**src/rtl/store_write_buffer.sv**
```systemverilog
// M-stage store buffer: formats sw/sh/sb into word-aligned lane data
// and drains them in order to data memory over a req/ack handshake.
module store_write_buffer #(
  parameter int DEPTH = 2,
  parameter int CNT_W = 2
) (
  input  logic             clk,
  input  logic             reset,
  input  logic             st_valid,
  input  logic [31:0]      st_addr,
  input  logic [31:0]      st_data,
  input  logic [1:0]       st_type,
  output logic             st_ready,
  output logic             st_misalign,
  input  logic             ld_check,
  input  logic [31:0]      ld_addr,
  output logic             ld_hazard,
  output logic             dm_req,
  output logic [31:0]      dm_addr,
  output logic [31:0]      dm_wdata,
  output logic [3:0]       dm_be,
  input  logic             dm_ack,
  output logic [CNT_W-1:0] count
);

  localparam int PTR_W = $clog2(DEPTH);

  logic [PTR_W-1:0] head_q;
  logic [PTR_W-1:0] tail_q;
  logic [CNT_W-1:0] cnt_q;
  logic [DEPTH-1:0] vld_q;
  logic [29:0]      addr_q [DEPTH];
  logic [31:0]      data_q [DEPTH];
  logic [3:0]       be_q   [DEPTH];

  logic        full;
  logic        push;
  logic        pop;
  logic [3:0]  fmt_be;
  logic [31:0] fmt_data;
  logic        haz;

  logic unused_ld_lo;
  assign unused_ld_lo = ^ld_addr[1:0];

  always_comb begin
    fmt_be   = 4'b0000;
    fmt_data = st_data;
    unique case (st_type)
      2'b00: fmt_be = 4'b1111;
      2'b01: begin
        fmt_be   = st_addr[1] ? 4'b1100 : 4'b0011;
        fmt_data = {2{st_data[15:0]}};
      end
      2'b10: begin
        fmt_be   = 4'b0001 << st_addr[1:0];
        fmt_data = {4{st_data[7:0]}};
      end
      default: fmt_be = 4'b0000;
    endcase
  end

  assign st_misalign = st_valid &
                       (((st_type == 2'b01) & st_addr[0]) |
                        ((st_type == 2'b00) & (st_addr[1:0] != 2'b00)));

  assign full     = (cnt_q == CNT_W'(DEPTH));
  assign st_ready = ~full;
  assign push     = st_valid & st_ready & ~st_misalign & (st_type != 2'b11);
  assign dm_req   = (cnt_q != '0);
  assign pop      = dm_req & dm_ack;
  assign count    = cnt_q;

  always_ff @(posedge clk or posedge reset) begin
    if (reset) begin
      head_q <= '0;
      tail_q <= '0;
      cnt_q  <= '0;
      vld_q  <= '0;
      for (int i = 0; i < DEPTH; i++) begin
        addr_q[i] <= '0;
        data_q[i] <= '0;
        be_q[i]   <= '0;
      end
    end else begin
      if (push) begin
        addr_q[tail_q] <= st_addr[31:2];
        data_q[tail_q] <= fmt_data;
        be_q[tail_q]   <= fmt_be;
        vld_q[tail_q]  <= 1'b1;
        tail_q         <= tail_q + 1'b1;
      end
      // push and pop never target the same slot: that needs empty or full
      if (pop) begin
        vld_q[head_q] <= 1'b0;
        head_q        <= head_q + 1'b1;
      end
      if (push & ~pop)
        cnt_q <= cnt_q + CNT_W'(1);
      else if (pop & ~push)
        cnt_q <= cnt_q - CNT_W'(1);
    end
  end

  assign dm_addr  = dm_req ? {addr_q[head_q], 2'b00} : '0;
  assign dm_wdata = dm_req ? data_q[head_q] : '0;
  assign dm_be    = dm_req ? be_q[head_q] : '0;

  // an entry being acked this cycle is still valid, so it still counts
  always_comb begin
    haz = 1'b0;
    for (int i = 0; i < DEPTH; i++)
      if (vld_q[i] && (addr_q[i] == ld_addr[31:2]))
        haz = 1'b1;
  end

  assign ld_hazard = ld_check & haz;

endmodule

```
**config.mk**
```make
export PLATFORM = sky130hd
export DESIGN_NAME = store_write_buffer
export DESIGN_NICKNAME = d
export VERILOG_FILES = /design/src/rtl/store_write_buffer.sv
export SDC_FILE = /design/constraint.sdc
export NUM_CORES = 1
export LEC_CHECK = 0
export CORE_ASPECT_RATIO = 1.5
export CORE_MARGIN = 2
export CORE_UTILIZATION = 35
export CTS_BUF_LIST = sky130_fd_sc_hd__clkbuf_8
export DETAILED_ROUTE_END_ITERATION = 12
export DONT_BUFFER_PORTS = 1
export PLACE_DENSITY = 0.56
export SYNTH_ARGS = -nofsm -noshare
export SYNTH_HDL_FRONTEND = slang
export SYNTH_SLANG_ARGS = --single-unit
```
**constraint.sdc**
```tcl
create_clock -name clk -period 6.5 [get_ports clk]
set_input_delay 0.65 -clock clk [delete_from_list [all_inputs] [get_ports clk]]
set_output_delay 0.65 -clock clk [all_outputs]
set_load 0.01 [all_outputs]
```
==> flow_metrics.tcl <==
set metrics [dict create \
    grt_pass1_vias 5376 \
    synth-seq-area-share_pct 47.03 \
    synth.distinct_cells 35 \
    worst-path-buf-inv 1 \
    p_total_mw 3.976 \
    final_cells 1009 \
    powerDensity_mw_per_mm2 502.5 \
    utilization_pct 38.59 \
    ant_nets 0 \
    grt_pass1_wl_um 30400 \
    fin_setup_tns_ns 0 \
    skew_ns 0.01099 \
    setup_slack_ns 3.365 \
    cp.depth 3 \
    ys_ff_latch 138 \
    diodes 0 \
    dpl.hpwl_um 13590 \
    worstSetupEndpoint "dm_wdata[15]" \
    fmax_ghz 0.3190 \
    synth_top_cell_by_area "dfrtp_1" \
    grt_remaining_overflow 0 \
    path_cells "buf_4, mux2i_1, nor2_1" \
    cp_max_fo 39 \
    nNetsFinal 840 \
    maxCapViolations 0 \
    start_util_pct 35.82 \
    die_h_um 181.4 \
    drive_above_1_share_pct 11.54 \
    hold_viol_final 0 \
    first_pass_iters 4 \
    critical_path_class "register to output port" \
    num_io_pins 177 \
    core_area_sq_mm 0.02050 \
    cts_hold_buf 0 \
    portBuffers 0 \
    finalCritPeriodShare_pct 48.23 \
    cts_max_path_buffers 2 \
    gp_congestion 0.7638 \
    worstReg2RegStart "count[0]" \
    cp-startpoint "head_q" \
    slowest_stage "dfrtp_4" \
    r2r-end "data_q[2]" \
    hp-class "primary input to async pin" \
    drt_iter0_drc 254 \
    synth_top_area_share_pct 47.03 \
    drc 0 \
    clkTransAtPathRegs_ns 0.10 \
    fin_crit_ns 3.135 \
    worstMarginPinSlew_ns 1.026 \
    slew-limit-headroom_pct 31.62 \
    cts_setup_buffers 0 \
    fp.dieW_um 122.3 \
    critPathTopFamily "flip-flops" \
    multi_input_area_sq_mm 0.003649 \
    synth.avg_cell_area_sq_um 9.739 \
    numCtsBuffers 17 \
    status "finished, final reports clean" \
    routedWlPerCell_um 19.47 \
    dpl_worst_slack_ns 2.975 \
    synth_area_sq_mm 0.007343 \
    dp.cells 977 \
    grt_max_degree 93 \
    slowest_delay_ns 0.82 \
    crit_path_start_kind "register" \
    cts.sinks 138 \
    gr-usage-all-layers_pct 18.05 \
    fill_cells 2126 \
    vias 5109 \
    yosys_warnings 0 \
    cts_root_buffer "clkbuf_8" \
    setup-violations-final 0 \
    slew_viol_final 0 \
    vias_per_cell 5.063 \
    yosys-top-cells-area "dfrtp_1 47%, nand2_1 9.2%, mux2i_1 9.0%" \
    dieArea_sq_mm 0.02218 \
    regArea_sq_mm 0.003457 \
    p_leak_nw 3.841 \
    r2r_cells 6 \
    area_growth_pct 7.736 \
    antenna_found_initial 0 \
    rsz0062_at_grt "no" \
    cts_resized 0 \
    endpoint_kind "output port" \
    drt-total-wl_um 19640 \
    critPathRequiredTime_ns 5.85 \
    clk_latency_ns 0.44 \
    cts_max_level 4 \
    timing.reg2reg.setup_slack_ns 3.69 \
    ir_drop_uv 173.1 \
    synthCells 754 \
    cts_tree "yes" \
    rows 64 \
    cp_data_arrival_time_ns 2.49 \
]
==> cell usage after synthesis <==
library cell and instances:
xor2_1 24, buf_6 5, a31oi_1 1, buf_2 19, nor4_1 8, buf_1 5
nor2_1 72, o21a_1 2, a22oi_1 16, nand2_1 180, buf_4 2, nand2b_2 1
inv_2 1, clkbuf_1 15, nand2b_1 2, o21ai_0 62, nand4_1 12, nand2_2 1
inv_1 6, o22a_1 1, xnor2_1 40, nor2b_1 10, mux2_2 3, ha_1 5
conb_1 1, dfrtp_1 138, a21boi_0 1, and2_1 1, a21o_1 1, mux2i_1 66
a21oi_1 12, o2111ai_2 1, clkbuf_2 1, mux2_4 38, nor3b_1 1
==> through the flow <==
step | cell area (sq um) | hold slack [ns]
4_1_cts | 7911 | 0.1478
6_report | 7911 | 0.1588
3_3_place_gp | 7505 | 0.4589
3_5_place_dp | 7505 | 0.4646
2_1_floorplan | 7347 | 0.4450
5_1_grt | 7911 | 0.1677
==> state kept, by name, summed over array words and instances, names as in the netlist <==
name    cells
be_q        8
data_q     64
tail_q      1
head_q      1
vld_q       2
addr_q     60
count       2
==> routing by layer <==
metal / up-vias / wire length (um) / GRT usage, %
met2: 162 / 10020 / 31.04
met4: 0 / 529 / 6.897
met5: - / 0 / 0
met1: 2448 / 7536 / 20.27
li1: 2474 / - / -
met3: 25 / 1557 / 6.281
==> how the worst min path moves through the flow <==
stage	start	endpoint	slack [ns]	cells past startpoint
after floorplan	data_q[32]	data_q[32]	0.44	2
after global placement	be_q[7]	be_q[7]	0.46	2
after detailed placement	data_q[36]	data_q[36]	0.46	2
after CTS	reset	addr_q[37]	0.15	1
after global routing	reset	count[1]	0.17	1
final	reset	addr_q[37]	0.16	1
==> kinds of logic (layout without fill, tap and decap cells) <==
| group | count (synthesis) | after routing | share of synthesized area [%] |
|---|---|---|---|
| simple gates | 288 | 288 | 16.00 |
| flops | 138 | 138 | 47.03 |
| mux | 107 | 107 | 17.23 |
| compound gates | 97 | 97 | 7.497 |
| xor+xnor | 64 | 64 | 7.633 |
| buf+inv | 54 | 44 | 3.714 |
| fa+ha+maj | 5 | 5 | 0.8519 |
| other cells | 1 | 2 | 0.05107 |
==> where the power goes <==
part	total (mW)	switching [mW]	internal (mW)
sequential	1.61	0.354	1.26
combinational	1.63	0.935	0.694
clock	0.735	0.374	0.361
total	3.98	1.66	2.31
==> final cells by class <==
class	count	area share [%]
clock buffers	18	3.131
clock inverters	14	2.009
inverters	7	0.3954
multi-input cells	563	46.12
flip-flops and latches	138	43.70
well taps	264	4.175
repair buffers	5	0.4745
==> placed cells by master (no fill, tap or decap), drive strengths merged <==
cell / instances
o21ai: 62
clkinvlp: 2
o2111ai: 1
dfrtp: 138
nor4: 8
nor2b: 10
nand4: 12
nand2: 181
o22a: 1
xor2: 24
and2: 1
o21a: 2
a21boi: 1
a22oi: 16
conb: 2
a21o: 1
inv: 15
buf: 5
mux2: 41
a31oi: 1
nand2b: 3
clkinv: 2
nor2: 72
ha: 5
clkbuf: 18
mux2i: 66
a21oi: 12
bufinv: 2
nor3b: 1
xnor2: 40
(Power assumes the default switching activity.)
